File: src/rtl/regfile_write_arbiter.sv
// Round-robin arbiter (alu/load/dbg) for the register-file write port, plus a hardware clear of regs 1..N-1.
// Latency: handshake -> registered rf write one cycle later; readys are same-cycle grants, all low during clear/done.
module regfile_write_arbiter #(
    parameter int WORD            = 32,
    parameter int REGISTER_NUMBER = 32,
    localparam int AW             = $clog2(REGISTER_NUMBER)
) (
    input  logic            clk,
    input  logic            reset,
    input  logic            alu_valid,
    output logic            alu_ready,
    input  logic [AW-1:0]   alu_addr,
    input  logic [WORD-1:0] alu_data,
    input  logic            load_valid,
    output logic            load_ready,
    input  logic [AW-1:0]   load_addr,
    input  logic [WORD-1:0] load_data,
    input  logic            dbg_valid,
    output logic            dbg_ready,
    input  logic [AW-1:0]   dbg_addr,
    input  logic [WORD-1:0] dbg_data,
    input  logic            clear_start,
    output logic            clear_busy,
    output logic            clear_done,
    output logic            rf_write_enable,
    output logic [AW-1:0]   rf_write_select,
    output logic [WORD-1:0] rf_data_in
);
    typedef enum logic [1:0] {S_IDLE, S_CLEAR, S_DONE} state_t;

    localparam logic [AW-1:0] LAST_ADDR = AW'(REGISTER_NUMBER - 1);

    state_t          state_q, state_d;
    logic [1:0]      ptr_q, ptr_d;
    logic [AW-1:0]   cnt_q, cnt_d;
    logic            we_q, we_d;
    logic [AW-1:0]   sel_q, sel_d;
    logic [WORD-1:0] data_q, data_d;
    logic            busy_q, busy_d;
    logic [2:0]      vld;
    logic [2:0]      grant;
    logic [AW-1:0]   w_addr;
    logic [WORD-1:0] w_data;

    // Lowest offset from the pointer wins, so scan offsets from far to near.
    function automatic logic [2:0] rr_pick(input logic [2:0] v, input logic [1:0] p);
        logic [2:0] g;
        logic [2:0] s;
        g = '0;
        for (int k = 2; k >= 0; k--) begin
            s = {1'b0, p} + 3'(k);
            if (s >= 3'd3) s = s - 3'd3;
            if (v[s[1:0]]) begin
                g         = '0;
                g[s[1:0]] = 1'b1;
            end
        end
        return g;
    endfunction

    always_comb begin
        vld        = {dbg_valid, load_valid, alu_valid};
        grant      = '0;
        state_d    = state_q;
        ptr_d      = ptr_q;
        cnt_d      = cnt_q;
        we_d       = 1'b0;
        sel_d      = sel_q;
        data_d     = data_q;
        busy_d     = 1'b0;
        w_addr     = '0;
        w_data     = '0;
        clear_done = 1'b0;
        case (state_q)
            S_IDLE: begin
                if (clear_start) begin
                    state_d = S_CLEAR;
                    cnt_d   = AW'(1);
                end else begin
                    grant = rr_pick(vld, ptr_q);
                    if (grant[0]) begin
                        w_addr = alu_addr;
                        w_data = alu_data;
                        ptr_d  = 2'd1;
                    end else if (grant[1]) begin
                        w_addr = load_addr;
                        w_data = load_data;
                        ptr_d  = 2'd2;
                    end else if (grant[2]) begin
                        w_addr = dbg_addr;
                        w_data = dbg_data;
                        ptr_d  = 2'd0;
                    end
                    // x0 is hardwired: the handshake completes but nothing is written.
                    if (grant != 3'b000 && w_addr != '0) begin
                        we_d   = 1'b1;
                        sel_d  = w_addr;
                        data_d = w_data;
                    end
                end
            end
            S_CLEAR: begin
                // Counter wraps to 0 after the last address; 0 marks the sequence as finished.
                if (cnt_q == '0) begin
                    state_d = S_DONE;
                end else begin
                    we_d   = 1'b1;
                    busy_d = 1'b1;
                    sel_d  = cnt_q;
                    data_d = '0;
                    cnt_d  = (cnt_q == LAST_ADDR) ? '0 : cnt_q + AW'(1);
                end
            end
            S_DONE: begin
                clear_done = 1'b1;
                state_d    = S_IDLE;
            end
            default: state_d = S_IDLE;
        endcase
    end

    always_ff @(posedge clk or negedge reset) begin
        if (!reset) begin
            state_q <= S_IDLE;
            ptr_q   <= 2'd0;
            cnt_q   <= '0;
            we_q    <= 1'b0;
            sel_q   <= '0;
            data_q  <= '0;
            busy_q  <= 1'b0;
        end else begin
            state_q <= state_d;
            ptr_q   <= ptr_d;
            cnt_q   <= cnt_d;
            we_q    <= we_d;
            sel_q   <= sel_d;
            data_q  <= data_d;
            busy_q  <= busy_d;
        end
    end

    assign alu_ready       = grant[0] & reset;
    assign load_ready      = grant[1] & reset;
    assign dbg_ready       = grant[2] & reset;
    assign clear_busy      = busy_q;
    assign rf_write_enable = we_q;
    assign rf_write_select = sel_q;
    assign rf_data_in      = data_q;
endmodule

File: config.mk
export PLATFORM = sky130hd
export DESIGN_NAME = regfile_write_arbiter
export DESIGN_NICKNAME = d
export VERILOG_FILES = /design/src/rtl/regfile_write_arbiter.sv
export SDC_FILE = /design/constraint.sdc
export NUM_CORES = 1
export LEC_CHECK = 0
export CAP_MARGIN = 20
export CELL_PAD_IN_SITES_DETAIL_PLACEMENT = 1
export CELL_PAD_IN_SITES_GLOBAL_PLACEMENT = 1
export CORE_ASPECT_RATIO = 2
export CORE_MARGIN = 1
export CORE_UTILIZATION = 32
export CTS_CLUSTER_SIZE = 20
export DETAILED_ROUTE_END_ITERATION = 6
export PLACE_DENSITY = 0.95
export REMOVE_ABC_BUFFERS = 1
export SLEW_MARGIN = 25
export SYNTH_ARGS = -nofsm -noshare
export SYNTH_HDL_FRONTEND = slang
export SYNTH_SLANG_ARGS = --single-unit
File: constraint.sdc
create_clock -name clk -period 4.8 [get_ports clk]
set_clock_uncertainty 0.1 [all_clocks]
set_input_delay 0.96 -clock clk [delete_from_list [all_inputs] [get_ports clk]]
set_output_delay 0.96 -clock clk [all_outputs]
set_load 0.1 [all_outputs]
==> results.json, run 1 <==
{
  "status": "complete, no violations",
  "antenna_found_initial": 1,
  "rsz0062_at_grt": "false",
  "power_density_nw_per_um2": 846,
  "avgSynthCellArea_um2": 8.32,
  "grt_pass1_wl_um": 20800,
  "yosys.area.top_type": "dfrtp_1",
  "drt_pass1_iterations": 4,
  "start_util_pct": 33.2,
  "ys_types": 57,
  "holdPathEnd": "rf_data_in[14]$_DFFE_PN0P_",
  "drive_gt1_share_pct": 6.33,
  "final-setup-viol-count": 0,
  "synth_top_family_by_area": "compound AO/OA/AOI/OAI gates",
  "syn_inst": 408,
  "synth-async-reset-ratio_pct": 100,
  "die_area_um2": 11000,
  "synth_edf_count": 0,
  "hpwl_um": 10700,
  "placed_area_um2": 5070,
  "grt_pass1_vias": 4228,
  "cts_buffer_depth": 2,
  "synthAdderAreaFrac_pct": 2.58,
  "hold_start": "rf_data_in[14]$_DFFE_PN0P_",
  "hold_depth": 2,
  "stdcell_area_um2": 5250,
  "synth_compound_area_share_pct": 23.0,
  "routedWlPerCell_um": 19.6,
  "maxCapViolCount": 0,
  "synth_area_um2": 3390,
  "power_leakage_nw": 2.24,
  "ys_top_cells_by_count": "nand2_1, a21oi_1, dfrtp_1",
  "globalRouteOverflowTotal": 0,
  "synth_top_area_share_pct": 35.4,
  "tightest_slew_ps": 1060,
  "critPathMaxFanout": 20,
  "arrival_ps": 4250,
  "drt-initial-drc-count": 214,
  "grt.total_usage_pct": 25.0,
  "clk_pin_slew_ps": 70,
  "postRouteAntennaNets": 0,
  "gp_congestion": 0.871,
  "cts_resized": 0,
  "syn_to_final_growth_pct": 54.7,
  "htree_levels": 2,
  "finalHoldViolCount": 0,
  "worst_setup_path_end_kind": "register",
  "yosys-top-cells-area": "dfrtp_1, mux2i_1, a21oi_1",
  "finalWorstPathRequiredPeriod_ps": 4150,
  "synth_seq_cells": 48,
  "muxShareOfSynthArea_pct": 11.3,
  "dieHeight_um": 148,
  "design.core.area_um2": 10200,
  "r2r-start": "ptr_q[0]$_DFFE_PN0P_",
  "r2r_slack_ps": 940,
  "dp_slack_ps": 355,
  "worst_slack_ps": 648,
  "wirelength_um": 13500,
  "r2r_cells": 10,
  "viasPerCell": 5.59,
  "placementRows": 52,
  "cts_sinks": 48,
  "nNetsFinal": 676,
  "cts_tree": "done",
  "route.vias.total": 3851,
  "pin_count": 160,
  "synth_most_common_cell": "nand2_1",
  "drc": 0,
  "yosysSeqAreaShare_pct": 35.4,
  "vdd_drop_max_uv": 364,
  "port_buffers": 159,
  "hold_buffers": 0,
  "relSlewSlack_pct": 29.3,
  "path_class": "input pin to register",
  "worstSetupStartpointType": "input pin",
  "cts_setup_buffers": 0,
  "min_period_over_period_pct": 86.5,
  "clkLatencyLatePin_ps": 290,
  "die_w_um": 74.8,
  "slew_violations": 0,
  "worstReg2RegEnd": "rf_data_in[16]$_DFFE_PN0P_",
  "min_path_type": "register to register",
  "synthSimpleGateAreaFrac_pct": 20.6,
  "cts_made_buffers": 5,
  "clockRootBuffer": "clkbuf_16",
  "synth_ff_type": "dfrtp_1",
  "crit_start": "load_valid",
  "yosys_warnings": 0,
  "grt_max_degree": 49,
  "cp.required_ps": 4900,
  "synth-xor-area-share_pct": 0.258,
  "fmax_ghz": 0.241
}
## metrics by stage
| step | util (%) | power (mW) | instances | hold slack [ps] | setup TNS (ps) |
|---|---|---|---|---|---|
| after detailed placement | 49.6 | 4.03 | 680 | 428 | 0 |
| after global placement | 49.6 | 3.88 | 680 | 413 | 0 |
| after global routing | 51.4 | 4.68 | 689 | 447 | 0 |
| after CTS | 51.4 | 4.46 | 688 | 437 | 0 |
| final | 51.4 | 4.44 | 689 | 436 | 0 |
| after floorplan | - | 3.05 | 374 | 399 | -13090 |
## sequential cells by signal, indices dropped and copies added (netlist names)
name / cells
rf_write_enable: 1
cnt_q: 5
clear_busy: 1
rf_data_in: 32
rf_write_select: 5
ptr_q: 2
state_q: 2
## where the power goes
group,switching [mW],internal [mW]
Clock,0.156,0.261
Combinational,2.37,0.942
Sequential,0.132,0.581
Total,2.66,1.78
## metal layers
layer  up-vias  track usage (%)  wire (um)
met1      1865             23.6       4560
met3        49             3.20        599
met2       152             47.4       7570
met5         -                0          0
li1       1785                -          -
met4         0             16.0        787
## cells in the final DEF, fill, tap and decap left out, types with 2 or more instances in the layout
cell type,netlist,layout
o21ai_0,15,15
nand3_1,3,3
and3_1,3,3
o221ai_1,2,2
nor2_1,3,3
nor4b_1,2,2
a31oi_1,8,8
nand4_1,37,37
nor3_1,4,4
o31a_1,3,3
a21oi_1,69,69
ha_1,7,7
o311ai_0,2,2
o2111ai_1,2,2
a211oi_1,5,5
dfrtp_1,48,48
inv_1,10,10
nor2b_1,4,4
clkdlybuf4s50_1,0,155
nand2_1,77,77
a211o_1,3,3
mux2i_1,36,36
clkbuf_16,0,5
a21oi_4,1,2
nand2b_1,2,2
buf_4,0,14
## cell type report
class	instances	area [um2]
Antenna cell	1	2.50
Clock buffer	6	139
Clock inverter	2	38.8
Fill cell	1231	4960
Inverter	12	45.0
Multi-Input combinational cell	314	1970
Sequential cell	48	1200
Tap cell	135	169
Timing Repair Buffer	171	1680
## worst max path at each step
stage                     depth (start not counted)  slack, ps                             end
after floorplan                                   6       -370  rf_write_select[0]$_DFFE_PN0P_
after global placement                            9        610      rf_data_in[24]$_DFFE_PN0P_
after detailed placement                          9        350      rf_data_in[16]$_DFFE_PN0P_
after CTS                                         9        670      rf_data_in[16]$_DFFE_PN0P_
after global routing                              9        440      rf_data_in[23]$_DFFE_PN0P_
final                                             9        650      rf_data_in[16]$_DFFE_PN0P_
## logic make-up after synthesis
group,after synthesis
AO/OA/AOI/OAI,126
XOR/XNOR,1
adder cells (fa/ha/maj),7
buffers and inverters,46
flip-flops,48
multiplexers,38
AND/OR/NAND/NOR,142
## critical path: stages
cell,delay (ps)
clkdlybuf4s50_1,530
mux2_1,350
a21oi_1,200
a211o_1,580
nand2_1,480
o31a_1,480
o21ai_4,90
buf_4,300
mux2i_1,270
No activity file was read; power rests on OpenSTA's default activity.
==> run 2: changes to the inputs <==
--- a/config.mk
+++ b/config.mk
@@ -5,17 +5,17 @@
 export SDC_FILE = /design/constraint.sdc
 export NUM_CORES = 1
 export LEC_CHECK = 0
-export CAP_MARGIN = 20
+export CAP_MARGIN = 15
 export CELL_PAD_IN_SITES_DETAIL_PLACEMENT = 1
 export CELL_PAD_IN_SITES_GLOBAL_PLACEMENT = 1
 export CORE_ASPECT_RATIO = 2
 export CORE_MARGIN = 1
 export CORE_UTILIZATION = 32
+export CTS_BUF_LIST = sky130_fd_sc_hd__clkbuf_16
 export CTS_CLUSTER_SIZE = 20
 export DETAILED_ROUTE_END_ITERATION = 6
 export PLACE_DENSITY = 0.95
 export REMOVE_ABC_BUFFERS = 1
-export SLEW_MARGIN = 25
 export SYNTH_ARGS = -nofsm -noshare
 export SYNTH_HDL_FRONTEND = slang
 export SYNTH_SLANG_ARGS = --single-unit
==> run 2 against run 1 <==
Compared with the run above:
- die area is the same
- clock power down 5%
- maximum frequency decreased by 0.19%
- worst setup slack worse by 7.7 ps
- largest power group unchanged
==> results.json, run 2 (synthesized netlist as in run 1, its figures left out) <==
{
  "mostFrequentLayoutCells": "clkdlybuf4s50_1, nand2_1, a21oi_1",
  "p_total_mw": 4.43,
  "combinationalPowerShare_pct": 74.9,
  "globalRouteOverflowTotal": 0,
  "placed_area_um2": 5070,
  "dp_slack_ps": 355,
  "start_util_pct": 33.2,
  "worstSetupStartpointType": "input pin",
  "met1_usage_pct": 23.7,
  "relSlewSlack_pct": 29.1,
  "final_core_util_pct": 51.3,
  "clockRootBuffer": "clkbuf_16",
  "postRouteAntennaNets": 0,
  "hold_buffers": 0,
  "antenna_found_initial": 1,
  "hpwl_um": 10700,
  "dieHeight_um": 148,
  "die_area_um2": 11000,
  "stdcell_count": 689,
  "min_period_over_period_pct": 86.7,
  "hold_depth": 2,
  "finalHoldViolCount": 0,
  "syn_to_final_growth_pct": 54.4,
  "path_buf_inv": 2,
  "routedWlPerCell_um": 19.6,
  "holdPathEnd": "rf_data_in[14]$_DFFE_PN0P_",
  "p_sw_mw": 2.66,
  "grt_use_met2_pct": 47.4,
  "grt.busiest_layer": "met2",
  "grt_max_degree": 49,
  "drc": 0,
  "final_common_cell": "clkdlybuf4s50_1",
  "met3_usage_pct": 3.20,
  "rsz0062_at_grt": "false",
  "worstReg2RegEnd": "rf_data_in[26]$_DFFE_PN0P_",
  "slew_violations": 0,
  "fin_hold_ws_ps": 436,
  "worst_slack_ps": 640,
  "power_leakage_nw": 2.23,
  "filler_cell_count": 1233,
  "cts_buffer_depth": 2,
  "route.vias.total": 3868,
  "r2r_slack_ps": 930,
  "cts_sinks": 48,
  "clk_pin_slew_ps": 60,
  "cp.required_ps": 4910,
  "maxCapViolCount": 0,
  "cp_top_family": "compound AO/OA/AOI/OAI gates",
  "cts_resized": 0,
  "pin_count": 160,
  "min_path_type": "register to register",
  "sequentialPowerShare_pct": 16.1,
  "cts_made_buffers": 5,
  "ff_latch_area_um2": 1200,
  "tns_ps": 0,
  "drt-initial-drc-count": 231,
  "crit_chain": "clkdlybuf4s50_1 > mux2_1 > a21oi_1 > a211o_1 > nand2_1 > o31a_1 > o21ai_4 > buf_4 > mux2i_1",
  "design.core.area_um2": 10200,
  "r2r-start": "ptr_q[0]$_DFFE_PN0P_",
  "clkLatencyLatePin_ps": 290,
  "grt_pass1_vias": 4226,
  "worst_setup_path_end_kind": "register",
  "drt_pass1_iterations": 4,
  "critPathMaxFanout": 21,
  "clkPwrFrac_pct": 9.0,
  "arrival_ps": 4270,
  "hold_start": "rf_data_in[14]$_DFFE_PN0P_",
  "grt_pass1_wl_um": 20800,
  "tightest_slew_ps": 1060,
  "multi_input_area_um2": 1970,
  "status": "complete, no violations",
  "sw_frac_of_total_pct": 60.1,
  "final-setup-viol-count": 0,
  "die_w_um": 74.8,
  "gp_congestion": 0.871,
  "cts_tree": "done",
  "fmax_ghz": 0.240,
  "port_buffers": 159,
  "r2r_cells": 10,
  "nNetsFinal": 676,
  "viasPerCell": 5.61,
  "drive_gt1_share_pct": 6.15,
  "intPower_mw": 1.77,
  "htree_levels": 2,
  "finalWorstPathRequiredPeriod_ps": 4160,
  "cpPeakStageDelay_ps": 570,
  "vdd_drop_max_uv": 364,
  "stdcell_area_um2": 5240,
  "crit_slowest_cell": "a211o_1",
  "post-place-cells": 680,
  "wirelength_um": 13500,
  "placementRows": 52,
  "path_class": "input pin to register",
  "cts_setup_buffers": 0,
  "grt.total_usage_pct": 25.0,
  "largest_reg_flops": 32,
  "power_density_nw_per_um2": 845
}
## run 2: cell types whose count changed in the layout (fill, tap and decap cells not counted)
cell	previous run	this run
clkbuf_8	1	0
clkinv_1	1	2
## run 2: worst max-delay path by stage
stage                    start                             end  slack, ps  depth (start not counted)
finish              load_valid      rf_data_in[26]$_DFFE_PN0P_        640                          9
global route        load_valid      rf_data_in[23]$_DFFE_PN0P_        440                          9
CTS                 load_valid      rf_data_in[16]$_DFFE_PN0P_        670                          9
detailed placement  load_valid      rf_data_in[16]$_DFFE_PN0P_        350                          9
global placement    load_valid      rf_data_in[24]$_DFFE_PN0P_        610                          9
floorplan            alu_valid  rf_write_select[0]$_DFFE_PN0P_       -370                          6
## run 2: power groups by stage
stage          combinational (mW)  clock, mW  sequential, mW
3_5_place_dp                 3.31          0           0.720
5_1_grt                      3.51      0.419           0.733
4_1_cts                      3.33      0.408           0.713
6_report                     3.32      0.398           0.713
3_3_place_gp                 3.18          0           0.703
2_1_floorplan                1.34          0            1.70
## run 2: final cells by class
class                      instances  area share (%)
multi-input combinational        314            37.7
timing repair buffer             171            32.1
sequential                        48            22.9
tap                              135            3.22
clock buffer                       5            2.39
inverter                          12           0.860
clock inverter                     3           0.812
antenna                            1          0.0478
## run 2: routing by layer
layer	up-vias	wire length [um]
met5	-	0
met4	0	788
met3	51	600
met2	155	7570
met1	1877	4550
li1	1785	-
## run 2: tightest hold or removal path: cells and delay by family, from the launching register on
family           cells  cell delay, ps
AND/OR/NAND/NOR      1              60
multiplexers         1              60
flip-flops           1             380
==> run 3: changes to the inputs <==
--- a/config.mk
+++ b/config.mk
@@ -5,12 +5,13 @@
 export SDC_FILE = /design/constraint.sdc
 export NUM_CORES = 1
 export LEC_CHECK = 0
+export ABC_AREA = 1
 export CAP_MARGIN = 15
 export CELL_PAD_IN_SITES_DETAIL_PLACEMENT = 1
 export CELL_PAD_IN_SITES_GLOBAL_PLACEMENT = 1
 export CORE_ASPECT_RATIO = 2
 export CORE_MARGIN = 1
-export CORE_UTILIZATION = 32
+export CORE_UTILIZATION = 30
 export CTS_BUF_LIST = sky130_fd_sc_hd__clkbuf_16
 export CTS_CLUSTER_SIZE = 20
 export DETAILED_ROUTE_END_ITERATION = 6
==> run 3 against run 2 <==
Compared with the run above:
- final cell count grew 13%
- non-clock buffer count is 4 lower
- clock-buffer cell count stayed put
- critical path type is now input pin to output pin
- design area shrank 1.5%
- sequential share of layout area increased by 0.36 points
- sequential cell count unchanged
- worst setup slack better by 94 ps
- via count grew 4.2%
- maximum frequency increased by 2.3%
- critical path depth is 1 lower
- global-route usage decreased by 2.5 points
==> results.json, run 3 <==
{
  "grt_max_degree": 49,
  "status": "complete, no violations",
  "rsz0062_at_grt": "false",
  "tns_ps": 0,
  "clockRootBuffer": "clkbuf_16",
  "dieHeight_um": 152,
  "synth_top_family_by_area": "simple AND/OR/NAND/NOR gates",
  "tightest_slew_ps": 1140,
  "fmax_ghz": 0.246,
  "yosys-top-cells-area": "dfrtp_1, nand3_1, nand2_1",
  "drt_pass1_iterations": 5,
  "final_common_cell": "clkdlybuf4s50_1",
  "post-place-cells": 775,
  "antenna_found_initial": 0,
  "final-setup-viol-count": 0,
  "design.core.area_um2": 10900,
  "placementRows": 54,
  "arrival_ps": 3010,
  "worstSetupStartpointType": "input pin",
  "cts_made_buffers": 5,
  "yosys.area.top_type": "dfrtp_1",
  "mostFrequentLayoutCells": "clkdlybuf4s50_1, nand2_1, nand3_1",
  "synth_edf_count": 0,
  "hold_depth": 2,
  "yosysSeqAreaShare_pct": 35.6,
  "synth-async-reset-ratio_pct": 100,
  "muxShareOfSynthArea_pct": 0,
  "avgSynthCellArea_um2": 6.72,
  "maxCapViolCount": 0,
  "min_path_type": "register to register",
  "stdcell_count": 782,
  "grt_pass1_vias": 4417,
  "cts_sinks": 48,
  "cp.required_ps": 3740,
  "synth_area_um2": 3370,
  "pin_count": 160,
  "grt_pass1_wl_um": 21100,
  "route.vias.total": 4031,
  "routedWlPerCell_um": 16.2,
  "drc": 0,
  "yosys_warnings": 0,
  "cts_buffer_depth": 2,
  "synthAdderAreaFrac_pct": 2.60,
  "gp_congestion": 0.847,
  "drive_gt1_share_pct": 3.74,
  "die_area_um2": 11700,
  "r2r_cells": 20,
  "r2r_slack_ps": 1370,
  "htree_levels": 2,
  "syn_inst": 502,
  "hold_start": "rf_data_in[20]$_DFFE_PN0P_",
  "ys_types": 24,
  "synth_most_common_cell": "nand2_1",
  "slew_violations": 0,
  "synth_ff_type": "dfrtp_1",
  "clkLatencyLatePin_ps": 290,
  "cts_setup_buffers": 0,
  "min_period_over_period_pct": 84.7,
  "path_class": "input pin to output pin",
  "synth_compound_area_share_pct": 10.4,
  "viasPerCell": 5.15,
  "filler_cell_count": 1410,
  "hpwl_um": 9700,
  "cts_resized": 0,
  "holdPathEnd": "rf_data_in[20]$_DFFE_PN0P_",
  "final_core_util_pct": 47.1,
  "wirelength_um": 12700,
  "finalHoldViolCount": 0,
  "r2r-start": "ptr_q[0]$_DFFE_PN0P_",
  "die_w_um": 77.0,
  "worst_setup_path_end_kind": "output pin",
  "synthSimpleGateAreaFrac_pct": 38.6,
  "ff_latch_area_um2": 1200,
  "clk_pin_slew_ps": 60,
  "start_util_pct": 30.8,
  "globalRouteOverflowTotal": 0,
  "grt.total_usage_pct": 22.5,
  "nNetsFinal": 766,
  "ys_top_cells_by_count": "nand2_1, nand3_1, inv_1",
  "worstReg2RegEnd": "rf_data_in[28]$_DFFE_PN0P_",
  "hold_buffers": 0,
  "finalWorstPathRequiredPeriod_ps": 4070,
  "largest_reg_flops": 32,
  "drt-initial-drc-count": 163,
  "synth-xor-area-share_pct": 0,
  "n_antenna_cell": 0,
  "syn_to_final_growth_pct": 52.9,
  "multi_input_area_um2": 1750,
  "relSlewSlack_pct": 24.0,
  "synth_top_area_share_pct": 35.6,
  "critPathMaxFanout": 32,
  "postRouteAntennaNets": 0,
  "port_buffers": 159,
  "cts_tree": "done",
  "synth_seq_cells": 48
}
## run 3: area by class of cell
class | count | share of cell area [%]
multi-input cells | 357 | 33.9
repair buffers | 167 | 32.3
flip-flops and latches | 48 | 23.3
inverters | 63 | 4.58
well taps | 140 | 3.39
clock buffers | 5 | 2.42
clock inverters | 2 | 0.170
## run 3: layer usage
layer,part of all wire (%),track usage (%),wire length (um),up-vias
met2,57,44.4,7210,122
met5,0,0,0,-
met4,4.8,12.3,607,0
li1,-,-,-,1917
met3,3.0,2.52,385,38
met1,35,21.9,4470,1954
## run 3: how the worst max path moves through the flow
stage	endpoint	startpoint	depth (start not counted)	slack, ps
after floorplan	rf_data_in[0]$_DFFE_PN0P_	alu_valid	12	300
after global placement	alu_ready	load_valid	8	890
after detailed placement	alu_ready	load_valid	8	740
after CTS	alu_ready	load_valid	8	730
after global routing	alu_ready	load_valid	8	520
final	alu_ready	load_valid	8	730
## run 3: through the flow
stage	hold slack (ps)	area, um2	worst slack, ps
final	416	5160	734
after global routing	454	5160	518
after detailed placement	401	5030	738
after floorplan	402	3180	298
after global placement	390	5030	893
after CTS	421	5160	731
## run 3: critical path, cell delays in order
cell and delay (ps):
clkdlybuf4s50_1 580, nand2_1 100, nand3_1 110, nand2_1 110, o211ai_1 210, nand2_2 390, nor2_1 330, buf_12 210
## run 3: logic make-up after synthesis
| kind of cell | count (synthesis) |
|---|---|
| flip-flops | 48 |
| buffers and inverters | 97 |
| AO/OA/AOI/OAI | 52 |
| adder cells (fa/ha/maj) | 7 |
| AND/OR/NAND/NOR | 298 |
Power of run 3 is not shown: default switching activity piles up to over one toggle a cycle in this logic, so the estimate is an artifact.
